### src/rtl/ps2_scan_decoder_if.sv
// Bundle between the PS/2 scan decoder and its producer/consumer: byte input,
// event FIFO head and status.
interface ps2_scan_decoder_if #(
  parameter int unsigned DEPTH_LOG2 = 2
);
  logic                rx_done_tick;
  logic [7:0]          dato;
  logic                rd_en;
  logic                clr_ovf;
  logic [7:0]          evt_code;
  logic                evt_ext;
  logic                evt_break;
  logic                empty;
  logic                full;
  logic [DEPTH_LOG2:0] count;
  logic                overflow;

  modport master (
    output rx_done_tick, dato, rd_en, clr_ovf,
    input  evt_code, evt_ext, evt_break, empty, full, count, overflow
  );

  modport slave (
    input  rx_done_tick, dato, rd_en, clr_ovf,
    output evt_code, evt_ext, evt_break, empty, full, count, overflow
  );
endinterface

### src/rtl/ps2_scan_decoder.sv
// Assembles PS/2 Set-2 scan-code sequences into key events and buffers them
// in a first-word-fall-through FIFO.
module ps2_scan_decoder #(
  parameter int unsigned DEPTH_LOG2 = 2
) (
  input logic               clk_nexys,
  input logic               reset_n,
  ps2_scan_decoder_if.slave bus
);
  localparam int unsigned         Depth    = 1 << DEPTH_LOG2;
  localparam logic [DEPTH_LOG2:0] DepthCnt = (DEPTH_LOG2 + 1)'(Depth);

  typedef enum logic [1:0] {StIdle, StExt, StBrk, StExtBrk} state_e;

  state_e                state;
  logic [9:0]            mem [Depth];
  logic [DEPTH_LOG2-1:0] wr_ptr;
  logic [DEPTH_LOG2-1:0] rd_ptr;
  logic [DEPTH_LOG2:0]   count;
  logic                  overflow;

  logic       is_status;
  logic       is_e0;
  logic       is_f0;
  logic       push_req;
  logic       do_push;
  logic       do_pop;
  logic       full;
  logic       empty;
  logic [9:0] push_data;
  logic [9:0] head;

  always_comb begin
    is_status = 1'b0;
    case (bus.dato)
      8'h00, 8'hAA, 8'hEE, 8'hFA, 8'hFC, 8'hFE, 8'hFF: is_status = 1'b1;
      default:                                         is_status = 1'b0;
    endcase
    is_e0     = (bus.dato == 8'hE0);
    is_f0     = (bus.dato == 8'hF0);
    push_req  = bus.rx_done_tick && !is_status && !is_e0 && !is_f0;
    push_data = {(state == StExt) || (state == StExtBrk),
                 (state == StBrk) || (state == StExtBrk),
                 bus.dato};
    full      = (count == DepthCnt);
    empty     = (count == '0);
    do_pop    = bus.rd_en && !empty;
    // A full FIFO still accepts the event when the head leaves in the same cycle.
    do_push   = push_req && (!full || do_pop);
  end

  always_ff @(posedge clk_nexys or negedge reset_n) begin
    if (!reset_n) begin
      state <= StIdle;
    end else if (bus.rx_done_tick) begin
      if (is_status) begin
        state <= StIdle;
      end else begin
        case (state)
          StIdle: begin
            if (is_e0)      state <= StExt;
            else if (is_f0) state <= StBrk;
          end
          StExt: begin
            if (is_f0)       state <= StExtBrk;
            else if (!is_e0) state <= StIdle;
          end
          StBrk: begin
            if (is_e0)       state <= StExtBrk;
            else if (!is_f0) state <= StIdle;
          end
          StExtBrk: begin
            if (!is_e0 && !is_f0) state <= StIdle;
          end
          default: state <= StIdle;
        endcase
      end
    end
  end

  always_ff @(posedge clk_nexys or negedge reset_n) begin
    if (!reset_n) begin
      for (int i = 0; i < int'(Depth); i++) mem[i] <= '0;
      wr_ptr   <= '0;
      rd_ptr   <= '0;
      count    <= '0;
      overflow <= 1'b0;
    end else begin
      if (do_push) begin
        mem[wr_ptr] <= push_data;
        wr_ptr      <= wr_ptr + 1'b1;
      end
      if (do_pop) rd_ptr <= rd_ptr + 1'b1;
      if (do_push && !do_pop)      count <= count + 1'b1;
      else if (!do_push && do_pop) count <= count - 1'b1;
      // Set takes priority over a simultaneous clear.
      if (push_req && !do_push) overflow <= 1'b1;
      else if (bus.clr_ovf)     overflow <= 1'b0;
    end
  end

  assign head          = mem[rd_ptr];
  assign bus.evt_code  = empty ? 8'h00 : head[7:0];
  assign bus.evt_break = empty ? 1'b0 : head[8];
  assign bus.evt_ext   = empty ? 1'b0 : head[9];
  assign bus.empty     = empty;
  assign bus.full      = full;
  assign bus.count     = count;
  assign bus.overflow  = overflow;
endmodule

### src/flat_wrapper.sv
// flat-port wrapper written by rule: the top's interface ports become plain ports
module ps2_scan_decoder_flat 
#(
  parameter int unsigned DEPTH_LOG2 = 2
)
  (clk_nexys, reset_n, bus_rx_done_tick, bus_dato, bus_rd_en, bus_clr_ovf, bus_evt_code, bus_evt_ext, bus_evt_break, bus_empty, bus_full, bus_count, bus_overflow);
  ps2_scan_decoder_if #(.DEPTH_LOG2(DEPTH_LOG2)) bus_i ();
  input logic clk_nexys;
  input logic reset_n;
  input wire logic [$bits(bus_i.rx_done_tick)-1:0] bus_rx_done_tick;
  input wire logic [$bits(bus_i.dato)-1:0] bus_dato;
  input wire logic [$bits(bus_i.rd_en)-1:0] bus_rd_en;
  input wire logic [$bits(bus_i.clr_ovf)-1:0] bus_clr_ovf;
  output wire logic [$bits(bus_i.evt_code)-1:0] bus_evt_code;
  output wire logic [$bits(bus_i.evt_ext)-1:0] bus_evt_ext;
  output wire logic [$bits(bus_i.evt_break)-1:0] bus_evt_break;
  output wire logic [$bits(bus_i.empty)-1:0] bus_empty;
  output wire logic [$bits(bus_i.full)-1:0] bus_full;
  output wire logic [$bits(bus_i.count)-1:0] bus_count;
  output wire logic [$bits(bus_i.overflow)-1:0] bus_overflow;
  assign bus_i.rx_done_tick = bus_rx_done_tick;
  assign bus_i.dato = bus_dato;
  assign bus_i.rd_en = bus_rd_en;
  assign bus_i.clr_ovf = bus_clr_ovf;
  assign bus_evt_code = bus_i.evt_code;
  assign bus_evt_ext = bus_i.evt_ext;
  assign bus_evt_break = bus_i.evt_break;
  assign bus_empty = bus_i.empty;
  assign bus_full = bus_i.full;
  assign bus_count = bus_i.count;
  assign bus_overflow = bus_i.overflow;
  ps2_scan_decoder #(.DEPTH_LOG2(DEPTH_LOG2)) u_core (.clk_nexys(clk_nexys), .reset_n(reset_n), .bus(bus_i));
endmodule
### config.mk
export PLATFORM = sky130hd
export DESIGN_NAME = ps2_scan_decoder_flat
export DESIGN_NICKNAME = d
export VERILOG_FILES = /design/src/rtl/ps2_scan_decoder_if.sv /design/src/rtl/ps2_scan_decoder.sv /design/src/flat_wrapper.sv
export SDC_FILE = /design/constraint.sdc
export NUM_CORES = 1
export LEC_CHECK = 0
export CAP_MARGIN = 20
export CORE_UTILIZATION = 57
export CTS_CLUSTER_SIZE = 40
export DETAILED_ROUTE_END_ITERATION = 8
export DONT_BUFFER_PORTS = 1
export HOLD_SLACK_MARGIN = 0.02
export PLACE_DENSITY = 0.75
export SLEW_MARGIN = 10
export SYNTH_ARGS = -nofsm -noshare
export SYNTH_HDL_FRONTEND = slang
export SYNTH_SLANG_ARGS = --single-unit
### constraint.sdc
create_clock -name clk_nexys -period 2.2 [get_ports clk_nexys]
set_input_delay 0.33 -clock clk_nexys [delete_from_list [all_inputs] [get_ports clk_nexys]]
set_output_delay 0.33 -clock clk_nexys [all_outputs]
set_load 0.1 [all_outputs]
==> results of run 1 <==
==> synth_stat cells, drive strengths merged, types with 3 or more instances <==
cell | count | area, sq um
a21oi | 3 | 18.77
buf | 6 | 47.54
dfrtp | 50 | 1251
ha | 5 | 62.56
inv | 6 | 22.52
mux2 | 41 | 611.8
mux4 | 10 | 225.2
nand3 | 7 | 85.08
nor2 | 4 | 15.01
nor2b | 11 | 68.82
xnor2 | 4 | 35.03
==> per-stage QoR <==
stage	cells	utilization	setup TNS, ns	instance area, sq um
after floorplan	170	-	-23.18	2741
after global placement	239	0.7023	-0.1070	3079
after detailed placement	239	0.7023	-0.1805	3079
after CTS	254	0.7463	-0.05067	3272
after global routing	258	0.7597	-0.6228	3331
final	258	0.7597	-0.09499	3331
==> cell type report <==
class	instances	area, sq um
clock buffer	7	76.32
clock inverter	1	30.03
fill	244	1054
inverter	6	22.52
multi-input combinational	106	1423
sequential	50	1264
tap	52	65.06
timing repair buffer	36	450.4
==> cell families (layout without fill, tap and decap cells) <==
family,Yosys count,count (layout),synth area share
xor+xnor,6,6,0.02003
fa+ha+maj,6,6,0.03147
flops,50,50,0.4769
mux,51,51,0.3190
buf+inv,14,50,0.02956
compound gates,7,7,0.02241
simple gates,36,36,0.1006
==> routing by layer <==
layer / part of all wire / vias to the layer above / global-route usage
met3: 0.047 / 19 / 0.06395
li1: - / 677 / -
met2: 0.53 / 50 / 0.4177
met5: 0 / - / 0
met1: 0.40 / 831 / 0.3171
met4: 0.026 / 0 / 0.09333
==> how the worst max path moves through the flow <==
stage / startpoint / end / depth (start not counted)
5_1_grt: u_core.bus.count[0] / u_core.bus.count[1] / 8
2_1_floorplan: u_core.bus.count[0] / u_core.bus.count[1] / 9
3_5_place_dp: bus_dato[1] / u_core.bus.count[1] / 8
3_3_place_gp: bus_dato[1] / u_core.bus.count[1] / 8
6_report: u_core.bus.count[0] / u_core.bus.count[1] / 8
4_1_cts: u_core.bus.count[1] / u_core.bus.count[1] / 8
==> registers in the layout, indices dropped and copies added (netlist names) <==
signal               cells
u_core.rd_ptr            2
u_core.bus.overflow      1
u_core.state             2
u_core.mem              40
u_core.bus.count         3
u_core.wr_ptr            2
==> what timing repair did <==
action	in CTS	in global routing
buffers inserted	5	4
resized for setup	4	6
endpoints found under the setup margin	6	13
gates cloned	0	0
hold buffers	2	0
hold endpoints to repair	50	0
pin swaps	2	4
==> impl_metrics.json, run 1 <==
{
  "outcome": "finished with violations",
  "violations": "negative setup slack",
  "crit_chain": "nor3b_4 -> nor2b_4 -> and3b_1 -> and2_4 -> ha_4 -> inv_2 -> fa_2 -> mux2_4",
  "timing.rr.end": "u_core.bus.count[1]",
  "slew_headroom": 0.7119,
  "grt_pass1_wl_mm": 9.287,
  "critical_path_buf_inv_count": 1,
  "critical_path.endpoint_type": "flip-flop",
  "drv_slew": 0,
  "grt_max_degree": 51,
  "max_stage_delay_ns": 0.50,
  "holdWs_ns": 0.1243,
  "syn_area_sq_um": 2624,
  "fmax_mhz": 440.3,
  "rr_worst_depth": 8,
  "post-route-period-util": 1.032,
  "cp_max_fo": 2,
  "synth_nets": 189,
  "cts_sinks": 50,
  "setup.worst_path.start_class": "flip-flop",
  "maxCapViolCount": 0,
  "ys_ff_latch": 50,
  "syn_inst": 170,
  "ant_nets": 0,
  "ys_types": 35,
  "antenna_found_initial": 0,
  "fin_nets": 224,
  "clk_path_buf_depth": 2,
  "die_y_um": 69.85,
  "critPathTopFamily": "simple AND/OR/NAND/NOR gates",
  "post-place-ws_ns": -0.1331,
  "final_common_cell": "dfrtp_1",
  "cts_tree": "done",
  "synth-edff-count": 0,
  "hold_end": "u_core.bus.overflow",
  "min-delay-start": "bus_clr_ovf",
  "gp_congestion": 0.7599,
  "synth_seq_area_share": 0.4769,
  "start_util": 0.5985,
  "finalClockSkew_ns": 0.006452,
  "htree_levels": 2,
  "cts_buffers": 5,
  "drt_iter0_markers": 106,
  "worst_slew_pin_slew_ns": 0.4254,
  "async_flop_share": 1.000,
  "dieArea_sq_um": 4878,
  "core_region_area_sq_um": 4384,
  "most-common-layout-cells": "dfrtp_1, mux2_4, buf_4",
  "crit_slowest_cell": "dfrtp_4",
  "dp_hpwl_mm": 3.884,
  "crit_required_ns": 2.39,
  "critical_path_class": "flip-flop to flip-flop",
  "hold_depth": 1,
  "vias": 1577,
  "syn2layout_area_growth_pct": 26.94,
  "clk_pin_slew_ns": 0.08,
  "io_buffers": 0,
  "setup_violations": 2,
  "drc": 0,
  "hold_viol_final": 0,
  "grt_pass1_vias": 1813,
  "synthFlopType": "dfrtp_1",
  "r2r-start": "u_core.bus.count[0]",
  "rrSetupSlack_ns": -0.07,
  "rsz0062_at_grt": "true",
  "clockRootBuffer": "clkbuf_8",
  "clk_latency_ns": 0.31,
  "via_per_inst": 6.112,
  "drive_above_1_share": 0.5874,
  "wirelength_mm": 5.801,
  "diodes": 0,
  "arrival_ns": 2.47,
  "die_width_um": 69.85,
  "yosys_warnings": 0,
  "grtUsageTotal": 0.2512,
  "hold_path_class": "input pin to flip-flop",
  "post_synth.cell_area_avg_sq_um": 15.43,
  "overflow": 0,
  "final.min_clock_period_ns": 2.271,
  "fin_ws_ns": -0.07103,
  "wire_per_inst_um": 22.48,
  "io-pin-count": 29,
  "row_count": 24,
  "drtPass1Iterations": 4
}
Power of run 1 is left out: the tool's default activity adds up to more than one toggle a clock period on the data nets, which glitch-free logic cannot reach.
==> run 2, diff against run 1 <==
Settings changed: CORE_UTILIZATION 57 to 54, PLACE_DENSITY 0.75 to 0.82.
==> run 2 against run 1 <==
Against the previous run: the run still ends with negative setup slack left; utilization shrank 1.3 points; die area grew 5.4%; critical path type unchanged; setup slack lost 0.13 ns; register-to-register slack lost 0.13 ns; clock skew grew 0.0052 ns; critical endpoint unchanged; worst hold slack gained 0.011 ns.
==> impl_metrics.json, run 2 (synthesis gave the netlist of run 1 again) <==
{
  "outcome": "finished with violations",
  "violations": "negative setup slack",
  "die_width_um": 71.71,
  "clk_latency_ns": 0.30,
  "row_count": 24,
  "critical_path.endpoint_type": "flip-flop",
  "largest_reg_flops": 40,
  "most-common-layout-cells": "dfrtp_1, mux2_4, buf_4, buf_12, nor2b_4",
  "ant_nets": 0,
  "fin_util": 0.7464,
  "syn2layout_area_growth_pct": 28.14,
  "die_y_um": 71.71,
  "crit_chain": "nor3b_4 -> nor2b_4 -> and3b_1 -> and2_4 -> ha_4 -> inv_4 -> fa_2 -> mux2_4",
  "post-route-period-util": 1.092,
  "setup_tns_ns": -0.2873,
  "overflow": 0,
  "finalClockSkew_ns": 0.01170,
  "antenna_found_initial": 0,
  "cts_sinks": 50,
  "clk_pin_slew_ns": 0.08,
  "drc": 0,
  "stdcell_count": 259,
  "slew_headroom": 0.6124,
  "wirelength_mm": 5.714,
  "dp_hpwl_mm": 3.739,
  "critical_path_class": "flip-flop to flip-flop",
  "rsz0062_at_grt": "true",
  "drv_slew": 0,
  "diodes": 0,
  "clk_path_buf_depth": 2,
  "vias": 1551,
  "fin_ws_ns": -0.2016,
  "gp_congestion": 0.7734,
  "fin_nets": 225,
  "dieArea_sq_um": 5142,
  "grtUsageTotal": 0.2436,
  "r2r-start": "u_core.bus.count[0]",
  "max_stage_delay_ns": 0.64,
  "worst_slew_pin_slew_ns": 0.5814,
  "hold_path_class": "input pin to flip-flop",
  "setup_violations": 2,
  "io-pin-count": 29,
  "final_common_cell": "dfrtp_1",
  "fmax_mhz": 416.4,
  "crit_slowest_cell": "dfrtp_4",
  "htree_levels": 2,
  "cts_tree": "done",
  "reg.largest.list": "u_core.mem (40), u_core.bus.count (3)",
  "via_per_inst": 5.988,
  "cts_buffers": 5,
  "io_buffers": 0,
  "setup.worst_path.start_class": "flip-flop",
  "cp_max_fo": 3,
  "core_region_area_sq_um": 4504,
  "clockRootBuffer": "clkbuf_8",
  "grt_pass1_wl_mm": 9.211,
  "crit_start": "u_core.bus.count[0]",
  "fillers": 261,
  "grt_pass1_vias": 1721,
  "dpl.cell_count": 239,
  "drive_above_1_share": 0.5894,
  "min-delay-start": "bus_clr_ovf",
  "crit_required_ns": 2.38,
  "maxCapViolCount": 0,
  "critPathTopFamily": "simple AND/OR/NAND/NOR gates",
  "start_util": 0.5825,
  "drt_iter0_markers": 132,
  "wire_per_inst_um": 22.06,
  "final.min_clock_period_ns": 2.402,
  "hold_viol_final": 0,
  "grt_max_degree": 51,
  "drtPass1Iterations": 4,
  "critical_path_buf_inv_count": 1,
  "largest-register": "u_core.mem",
  "arrival_ns": 2.59
}
==> run 2: final cells by class <==
| class | instances | area (sq um) | share of cell area |
|---|---|---|---|
| inverter | 6 | 25.02 | 0.007443 |
| clock buffer | 7 | 86.33 | 0.02568 |
| tap | 52 | 65.06 | 0.01935 |
| sequential | 50 | 1262 | 0.3755 |
| timing repair buffer | 37 | 490.5 | 0.1459 |
| clock inverter | 1 | 5.005 | 0.001489 |
| multi-input combinational | 106 | 1428 | 0.4246 |
==> run 2: final timing paths <==
kind / end / depth (start not counted) / slack, ns
worst max register to register: u_core.bus.count[1] / 8 / -0.20
max in group asynchronous: u_core.bus.count[0] / 2 / 1.41
min in group asynchronous: u_core.mem[21] / 2 / 0.53
worst min register to register: u_core.mem[17] / 1 / 0.52
worst min-delay path: u_core.bus.overflow / 1 / 0.14
worst max-delay path: u_core.bus.count[1] / 8 / -0.20
==> run 2: routing by layer <==
layer,track usage,part of all wire,wire (um),vias to the layer above
met2,0.4256,0.52,2994,38
met4,0.08932,0.020,112,0
met1,0.3054,0.43,2439,828
met5,0,0,0,-
met3,0.04079,0.029,168,10
li1,-,-,-,675
==> run 2: worst register-to-register path, cell delays in order, from the launching register on <==
cell	delay, ns
dfrtp_4	0.64
nor3b_4	0.25
nor2b_4	0.16
and3b_1	0.18
and2_4	0.15
ha_4	0.17
inv_4	0.06
fa_2	0.42
mux2_4	0.27
==> run 2: repair_timing <==
item                       4_1_cts  5_1_grt
cloned                           1        0
gates resized for setup          9        7
hold endpoints to repair        50        0
setup endpoints to repair       13       13
hold buffers                     2        0
pin swaps                        3        3
buffers inserted                 5        4
==> run 2: through the flow <==
step	hold slack (ns)	worst slack (ns)	instance area [sq um]
2_1_floorplan	0.03441	-1.015	2741
3_3_place_gp	0.03592	-0.1317	3094
3_5_place_dp	0.03551	-0.2337	3094
4_1_cts	0.1291	-0.1937	3304
5_1_grt	0.1347	-0.2511	3362
6_report	0.1351	-0.2016	3362
Power of run 2 is left out for the same reason.
